File: src/rtl/btn_conditioner.sv
// btn_conditioner
//   Multi-channel push-button front end: 2-FF synchroniser, counter debounce
//   clocked by a sample_en strobe, and registered one-clk rise/fall pulses.
//   Each channel is an independent btn_conditioner_lane instance.
//
//   Optional feature macro: BTN_AUTOREPEAT_EN
//     defined   -> btn_rep pulses on press, after REP_DLY held ticks, then
//                  every REP_RATE ticks while the button stays down.
//     undefined -> btn_rep is tied to 0 and no repeat logic is built.
//
// Ports
//   clk        in   1   system clock, all state on posedge
//   rst_n      in   1   synchronous active-low reset
//   sample_en  in   1   debounce sampling strobe (tie 1 to sample every clk)
//   btn_raw    in   CH  asynchronous raw buttons, active-high
//   btn_lvl    out  CH  debounced level
//   btn_rise   out  CH  1-clk pulse on the first cycle btn_lvl is 1
//   btn_fall   out  CH  1-clk pulse on the first cycle btn_lvl is 0
//   btn_rep    out  CH  1-clk press / auto-repeat pulse

module btn_conditioner_lane #(
    parameter int DB_CNT   = 4,
    parameter int REP_DLY  = 32,
    parameter int REP_RATE = 8
) (
    input  logic clk,
    input  logic rst_n,
    input  logic sample_en,
    input  logic raw,
    output logic lvl,
    output logic rise,
    output logic fall,
    output logic rep
);
    localparam int CW = $clog2(DB_CNT + 1);

    logic          sync1;
    logic          sync2;
    logic [CW-1:0] cnt;
    logic          flip;

    // Last differing sample of a run: btn_lvl takes the synchronised value.
    assign flip = sample_en && (sync2 != lvl) && (cnt == CW'(DB_CNT - 1));

    always_ff @(posedge clk) begin
        if (!rst_n) begin
            sync1 <= 1'b0;
            sync2 <= 1'b0;
            cnt   <= '0;
            lvl   <= 1'b0;
            rise  <= 1'b0;
            fall  <= 1'b0;
        end else begin
            sync1 <= raw;
            sync2 <= sync1;
            // Edge pulses only look at flip, so they last one clk no matter
            // how sparse sample_en is.
            rise  <= flip && sync2;
            fall  <= flip && !sync2;
            if (sample_en) begin
                if (sync2 == lvl) begin
                    cnt <= '0;
                end else if (flip) begin
                    lvl <= sync2;
                    cnt <= '0;
                end else begin
                    cnt <= cnt + CW'(1);
                end
            end
        end
    end

`ifdef BTN_AUTOREPEAT_EN
    localparam int RMAX = (REP_DLY > REP_RATE) ? REP_DLY : REP_RATE;
    localparam int RW   = $clog2(RMAX + 1);

    logic [RW-1:0] rcnt;
    logic [RW-1:0] rcnt_inc;
    logic          rphase;   // 0: waiting out REP_DLY, 1: repeating at REP_RATE
    logic          rep_hit;

    assign rcnt_inc = rcnt + RW'(1);
    assign rep_hit  = rphase ? (rcnt_inc == RW'(REP_RATE))
                             : (rcnt_inc == RW'(REP_DLY));

    always_ff @(posedge clk) begin
        if (!rst_n) begin
            rcnt   <= '0;
            rphase <= 1'b0;
            rep    <= 1'b0;
        end else begin
            rep <= 1'b0;
            if (!lvl) begin
                // Released: stay cleared; the press tick itself is tick 0.
                rcnt   <= '0;
                rphase <= 1'b0;
                rep    <= flip && sync2;
            end else if (sample_en && !flip) begin
                // A tick that releases the button never emits a repeat.
                if (rep_hit) begin
                    rep    <= 1'b1;
                    rcnt   <= '0;
                    rphase <= 1'b1;
                end else begin
                    rcnt <= rcnt_inc;
                end
            end
        end
    end
`else
    assign rep = 1'b0;
`endif

endmodule

module btn_conditioner #(
    parameter int CH       = 2,
    parameter int DB_CNT   = 4,
    parameter int REP_DLY  = 32,
    parameter int REP_RATE = 8
) (
    input  logic          clk,
    input  logic          rst_n,
    input  logic          sample_en,
    input  logic [CH-1:0] btn_raw,
    output logic [CH-1:0] btn_lvl,
    output logic [CH-1:0] btn_rise,
    output logic [CH-1:0] btn_fall,
    output logic [CH-1:0] btn_rep
);
    if (CH < 1 || DB_CNT < 1 || REP_DLY < 1 || REP_RATE < 1) begin : g_bad_param
        $error("btn_conditioner: CH, DB_CNT, REP_DLY and REP_RATE must be >= 1");
    end

    for (genvar i = 0; i < CH; i++) begin : g_lane
        btn_conditioner_lane #(
            .DB_CNT  (DB_CNT),
            .REP_DLY (REP_DLY),
            .REP_RATE(REP_RATE)
        ) u_lane (
            .clk      (clk),
            .rst_n    (rst_n),
            .sample_en(sample_en),
            .raw      (btn_raw[i]),
            .lvl      (btn_lvl[i]),
            .rise     (btn_rise[i]),
            .fall     (btn_fall[i]),
            .rep      (btn_rep[i])
        );
    end

endmodule

File: config.mk
export PLATFORM = sky130hd
export DESIGN_NAME = btn_conditioner
export DESIGN_NICKNAME = d
export VERILOG_FILES = /design/src/rtl/btn_conditioner.sv
export SDC_FILE = /design/constraint.sdc
export NUM_CORES = 1
export LEC_CHECK = 0
export CORE_MARGIN = 1
export CORE_UTILIZATION = 30
export DETAILED_ROUTE_END_ITERATION = 10
export GPL_TIMING_DRIVEN = 0
export PLACE_DENSITY = 0.51
export SLEW_MARGIN = 20
export SYNTH_ARGS = -nofsm -noshare
export SYNTH_HDL_FRONTEND = slang
export SYNTH_SLANG_ARGS = --single-unit
File: constraint.sdc
create_clock -name clk -period 1.3 [get_ports clk]
set_input_delay 0.13 -clock clk [delete_from_list [all_inputs] [get_ports clk]]
set_output_delay 0.13 -clock clk [all_outputs]
set_load 0.02 [all_outputs]
# Word-level counts from Yosys, hierarchy flattened

Cells that the tools add are included.
W data, S select, Z words.

Reduce and logical (&&, ||, !) cells: 12
Add/sub/neg operators: 2
Mux-type cells: 4
Bitwise logic cells: 2
Eq/ne operators: 6

Operators with widths:

| operator              | count |
|---|---|
| $mux W3               | 4 |
| $logic_and A1 B1 Y1   | 8 |
| $add A3 B1 Y3 const B | 2 |
| $eq A3 B2 Y1 const B  | 2 |
| $reduce_and A3 Y1     | 2 |
| $eq A1 B1 Y1          | 2 |
| $logic_not A1 Y1      | 2 |
| $ne A1 B1 Y1          | 2 |
| $not A1 Y1            | 2 |

Bits in registers: 16
Output and inout port bits: 8

# Longest topological paths before layout

Gate-level depths: netlist (run 1).

Depth in word-level cells: 5
Depth in mapped cells: 4
Mapped depth without buffers: 4

# Hierarchy

Synthesis (run 1) repeated with hierarchy kept, for this count alone.

Cell total of the unflattened synthesis: 60
Area, all modules: 630.6 um^2

Modules (own cells, without submodules):

| module               | instances | area an instance (um^2) | cells each |
|---|---|---|---|
| btn_conditioner_lane | 2         | 315.3                   | 30 |

# Worst setup path after synthesis (run 1)

Ideal clock, no wire load.

Kind: flip-flop to flip-flop
From: register g_lane[1].u_lane.cnt[0]
To: register g_lane[1].u_lane.rise
Arrival time: 937 ps
Library setup time: 73 ps
Cell stages (with the launch flop): 5
Path slack: 290 ps
Required time: 1227 ps
Clock period less this slack: 1010 ps
Buffers on the path: 0
Cell sequence: dfxtp_1 > ha_1 > nand2b_1 > or2_4 > nor3b_2

Longest elaborated chain between the ends: 3

Ends and longest elaborated chain:

| element                | RTL line | RTL |
|---|---|---|
| from (decl)            | 39       | `logic [CW-1:0] cnt;` |
| from (signal assigned) | 67       | `cnt <= cnt + CW'(1);` |
| $eq A3 B2 Y1           | 43       | `assign flip = sample_en && (sync2 != lvl) && (cnt == CW'(DB_CNT - 1));` |
| $logic_and A1 B1 Y1    | 43       |  |
| $logic_and A1 B1 Y1    | 58       | `rise <= flip && sync2;` |
| to (signal assigned)   | 58       |  |
| to (decl)              | 31       | `output logic rise,` |

No other way between the ends.
A chain may end at the register's enable or synchronous reset.

# Final worst setup path (run 1)

From: register g_lane[0].u_lane.lvl
To: output btn_lvl[0]

RTL lines:

| element                | RTL line | RTL |
|---|---|---|
| from (decl)            | 30       | `output logic lvl,` |
| from (signal assigned) | 64       | `lvl <= sync2;` |
| to (decl)              | 126      | `output logic [CH-1:0] btn_lvl,` |

No word-level cell between the ends.

==> results.json, run 1 <==
{
  "routed.top_layer": "met4",
  "core_area_mm2": 0.00221,
  "yosysTopAreaCellShare": 0.456,
  "final_cell_mix": "dfxtp_1, buf_4, nand2b_1",
  "p_leak_nw": 0.379,
  "clock_skew_ns": 0.000399,
  "fin_area_um2": 858,
  "end_kind": "output pin",
  "grt-ovfl-total": 0,
  "reg2reg_to": "g_lane[1].u_lane.rise",
  "place_ws_ns": -0.0812,
  "hold_start": "btn_raw[0]",
  "dpl_cell_area_um2": 842,
  "r2r_slack_ns": 0.20,
  "powerDensity_mw_per_mm2": 932,
  "hp-class": "in -> reg",
  "fmax_ghz": 0.831,
  "layout_min_cycle_time_ns": 1.20,
  "holdPathStages": 2,
  "layout_commonest_cell": "dfxtp_1",
  "io_pins": 13,
  "postSynthAreaPerCell_um2": 10.2,
  "antenna_found_initial": 0,
  "finalSetupViolations": 0,
  "die_area_mm2": 0.00254,
  "grt_max_degree": 11,
  "cap_violations": 0,
  "dp_cells": 108,
  "met1_length_um": 535,
  "io_buffers": 10,
  "min_delay_worst_endpoint": "g_lane[0].u_lane.sync1",
  "r2r_start": "g_lane[1].u_lane.cnt[0]",
  "rsz0062_at_grt": "no",
  "yosysSeqAreaShare": 0.456,
  "hold_violations": 0,
  "met3_length_um": 40,
  "gp_congestion": 0.618,
  "cts_tree": "built",
  "yosys.area.top_type": "dfxtp_1",
  "drc": 0,
  "synth.cell_area_um2": 703,
  "ctsHoldBuffers": 0,
  "cts_made_buffers": 3,
  "nNetsFinal": 92,
  "synth.area.top_cells": "dfxtp_1, buf_4, nand2b_1",
  "worstSetupStartpointType": "flip-flop",
  "rows": 17,
  "wl_per_cell_um": 9.35,
  "drive_above_1_share": 0.241,
  "grt_pass1_vias": 395,
  "cts.sinks": 16,
  "place_hpwl_um": 788,
  "power_uw": 800,
  "clk_latency_ns": 0.27,
  "regArea_um2": 323,
  "insertedDiodeCount": 0,
  "cts-htree-levels": 1,
  "grt_pass1_wl_um": 1750,
  "ys_warn_count": 0,
  "yosysUniqueCellTypes": 24,
  "die_w_um": 50.4,
  "multi_input_area_um2": 307,
  "slew_viol_final": 0,
  "critPathMaxFanout": 5,
  "setup.worst_path.class": "reg -> out",
  "finalCritPeriodShare": 0.926,
  "viasPerCell": 4.21,
  "track_usage": 0.0966,
  "firstDrtPassIters": 2,
  "start_util": 0.318,
  "area_growth_pct": 22.1,
  "fillCellCount": 236,
  "arrival_ns": 1.07,
  "worst_slack_ns": 0.0960,
  "cts_root_buffer": "clkbuf_4",
  "path_clk_slew_ns": 0.08,
  "synthCells": 69,
  "antenna_left": 0,
  "wirelength_um": 1040,
  "drtIter0Drc": 5,
  "wl_met2_um": 447,
  "vias": 467,
  "ir_drop_mv": 0.464,
  "final_util": 0.388,
  "cp.required_ns": 1.17,
  "hold_ws_ns": 0.434,
  "finalSetupTns_ns": 0,
  "ys_ff_latch": 16,
  "clk_path_buf_depth": 2,
  "die_h_um": 50.4,
  "reg2reg_depth": 4,
  "layoutNonFillerInstCount": 111,
  "outcome": "finished, final reports clean"
}
==> repair_timing <==
item                                    4_1_cts  5_1_grt
gates resized for setup                       7        1
endpoints found under the setup margin        6        1
buffers inserted                              0        0
hold endpoints to repair                      0        0
==> worst max-delay path: stages (launching register included) <==
cell and delay (ns):
dfxtp_2 0.38, buf_4 0.11, dlygate4sd2_1 0.31
==> cell usage after synthesis <==
master	n
o21ai_1	2
nand4b_1	1
buf_4	8
nand2_4	1
nand3b_1	4
nand2b_1	7
and2_1	4
mux2i_1	2
conb_1	1
nor3b_2	2
nand2_1	3
nor4_1	1
nor4b_1	1
buf_2	1
a21oi_1	2
inv_1	1
dfxtp_1	16
or2_4	1
xor2_1	2
buf_6	1
nor2b_1	2
a21boi_1	2
ha_1	2
nand3_1	2
==> sequential cells by signal, summed over array words and instances, names as in the netlist <==
signal,count
g_lane.u_lane.sync2,2
g_lane.u_lane.fall,2
g_lane.u_lane.sync1,2
g_lane.u_lane.rise,2
g_lane.u_lane.cnt,6
g_lane.u_lane.lvl,2
==> cells by family (layout without fill, tap and decap cells) <==
kind of cell	Yosys count	in the layout	synth area share
simple gates	29	29	0.286
flops	16	16	0.456
buf+inv	11	24	0.114
compound gates	6	6	0.0498
fa+ha+maj	2	2	0.0356
xor+xnor	2	2	0.0249
mux	2	2	0.0285
other cells	1	2	0.00533
==> metal layers <==
metal,global-route usage,vias to the layer above
met1,0.123,208
li1,-,249
met2,0.131,8
met4,0.0694,0
met3,0.0364,2
met5,0,-
==> power by group <==
part | switching, mW | internal [mW]
logic | 0.0263 | 0.0304
clock network | 0.135 | 0.107
registers | 0.00462 | 0.497
total | 0.166 | 0.634
==> final cells by class <==
cell class	instances	area share
multi-input cells	43	0.357
plain buffers	10	0.0889
inverters	1	0.00437
clock buffers	3	0.0262
well taps	28	0.0408
repair buffers	10	0.106
flip-flops and latches	16	0.376
==> worst max-delay path by stage <==
stage                                  startpoint                    end  depth (start not counted)
after floorplan           g_lane[1].u_lane.cnt[0]  g_lane[1].u_lane.rise                          4
after global placement                  sample_en  g_lane[1].u_lane.rise                          5
after detailed placement                sample_en  g_lane[1].u_lane.rise                          5
after CTS                    g_lane[0].u_lane.lvl             btn_lvl[0]                          2
after global routing         g_lane[0].u_lane.lvl             btn_lvl[0]                          2
final                        g_lane[0].u_lane.lvl             btn_lvl[0]                          2
Power figures use the tool's default switching activity.
==> run 2: changes to the inputs <==
--- a/config.mk
+++ b/config.mk
@@ -5,11 +5,12 @@
 export SDC_FILE = /design/constraint.sdc
 export NUM_CORES = 1
 export LEC_CHECK = 0
+export CELL_PAD_IN_SITES_DETAIL_PLACEMENT = 2
+export CELL_PAD_IN_SITES_GLOBAL_PLACEMENT = 2
 export CORE_MARGIN = 1
 export CORE_UTILIZATION = 30
 export DETAILED_ROUTE_END_ITERATION = 10
-export GPL_TIMING_DRIVEN = 0
-export PLACE_DENSITY = 0.51
+export PLACE_DENSITY = 0.74
 export SLEW_MARGIN = 20
 export SYNTH_ARGS = -nofsm -noshare
 export SYNTH_HDL_FRONTEND = slang
==> results.json, run 2 (synthesized netlist as in run 1, its figures left out) <==
{
  "cp_slowest_cell": "dfxtp_1",
  "die_area_mm2": 0.00254,
  "slew_viol_final": 0,
  "worstSetupStartpointType": "flip-flop",
  "critPathMaxFanout": 5,
  "p_leak_nw": 0.359,
  "cp.required_ns": 1.17,
  "rsz0062_at_grt": "no",
  "post_cts_resized": 6,
  "core_area_mm2": 0.00221,
  "drtIter0Drc": 4,
  "regMostFlops": "g_lane.u_lane.cnt",
  "wl_per_cell_um": 11.8,
  "grt_pass1_wl_um": 2240,
  "ctsHoldBuffers": 0,
  "io_pins": 13,
  "drc": 0,
  "multi_input_area_um2": 307,
  "track_usage": 0.122,
  "crit_buf_inv": 1,
  "final_cell_mix": "dfxtp_1, nand2b_1, dlygate4sd2_1",
  "rows": 17,
  "cts_root_buffer": "clkbuf_4",
  "fillCellCount": 259,
  "nNetsFinal": 87,
  "place_hpwl_um": 905,
  "ir_drop_mv": 0.363,
  "end_kind": "output pin",
  "crit_family": "flip-flops",
  "dpl_cell_area_um2": 803,
  "die_h_um": 50.4,
  "gp_congestion": 0.673,
  "finalSetupViolations": 0,
  "antenna_found_initial": 0,
  "hold_violations": 0,
  "cts_made_buffers": 3,
  "fin_area_um2": 832,
  "regArea_um2": 320,
  "die_w_um": 50.4,
  "clk_path_buf_depth": 2,
  "cts.sinks": 16,
  "r2r_slack_ns": 0.19,
  "drive_above_1_share": 0.165,
  "insertedDiodeCount": 0,
  "cts_tree": "built",
  "layout_min_cycle_time_ns": 1.19,
  "vias": 484,
  "area_growth_pct": 18.3,
  "outcome": "finished, final reports clean",
  "clock_skew_ns": 0.00117,
  "largest_reg_flops": 6,
  "post-cts-setup-buffers": 0,
  "viasPerCell": 4.52,
  "cap_violations": 0,
  "start_util": 0.318,
  "setup.worst_path.class": "reg -> out",
  "grt_max_degree": 15,
  "finalCritPeriodShare": 0.914,
  "clk_latency_ns": 0.28,
  "wirelength_um": 1270,
  "power_uw": 892,
  "io_buffers": 10,
  "grt_pass1_vias": 511,
  "cts-htree-levels": 1,
  "powerDensity_mw_per_mm2": 1070,
  "arrival_ns": 1.06,
  "crit_chain": "dlygate4sd2_1",
  "antenna_left": 0,
  "path_clk_slew_ns": 0.10,
  "layout_commonest_cell": "dfxtp_1",
  "grt-ovfl-total": 0,
  "fmax_ghz": 0.842,
  "hp-class": "in -> reg",
  "slowest_delay_ns": 0.42,
  "firstDrtPassIters": 2
}
[run 2: changes by cell type in the layout (fill, tap and decap cells not counted)]
| cell | delta |
|---|---|
| dfxtp_1 | +2 |
| clkbuf_8 | +1 |
| buf_2 | -1 |
| buf_4 | -4 |
| buf_6 | -1 |
| dlygate4sd2_1 | +1 |
| dfxtp_2 | -2 |
[run 2: report_power, final]
part | total, mW | internal [mW] | switching, mW
Sequential | 0.502 | 0.497 | 0.00525
Combinational | 0.0584 | 0.0300 | 0.0284
Clock | 0.331 | 0.170 | 0.160
Total | 0.892 | 0.698 | 0.194
[run 2: per-stage QoR]
stage | util | setup TNS (ns) | hold WS [ns] | instances | worst slack, ns
after global placement | 0.363 | 0 | 0.415 | 103 | 0.00746
after global routing | 0.376 | 0 | 0.423 | 107 | 0.0549
after floorplan | - | 0 | 0.257 | 70 | 0.290
final | 0.376 | 0 | 0.414 | 107 | 0.112
after detailed placement | 0.363 | -0.0376 | 0.432 | 103 | -0.0350
after CTS | 0.376 | 0 | 0.408 | 107 | 0.0964
[run 2: worst paths after layout]
path	start	endpoint	depth (start not counted)
max reg2reg	g_lane[1].u_lane.cnt[0]	g_lane[1].u_lane.rise	4
max	g_lane[0].u_lane.lvl	btn_lvl[0]	1
min reg2reg	g_lane[0].u_lane.cnt[2]	g_lane[0].u_lane.cnt[2]	2
min	btn_raw[0]	g_lane[0].u_lane.sync1	2
[run 2: cell type report]
type / instances / share of cell area
Sequential cell: 16 / 0.385
Inverter: 1 / 0.00451
Tap cell: 28 / 0.0421
Multi-Input combinational cell: 43 / 0.368
Clock buffer: 4 / 0.0436
Timing Repair Buffer: 15 / 0.156
[run 2: routing by layer]
layer,vias up,part of all wire,GRT usage
li1,240,-,-
met1,230,0.47,0.139
met2,12,0.48,0.207
met3,2,0.032,0.0182
met4,0,0.013,0.0833
met5,-,0,0
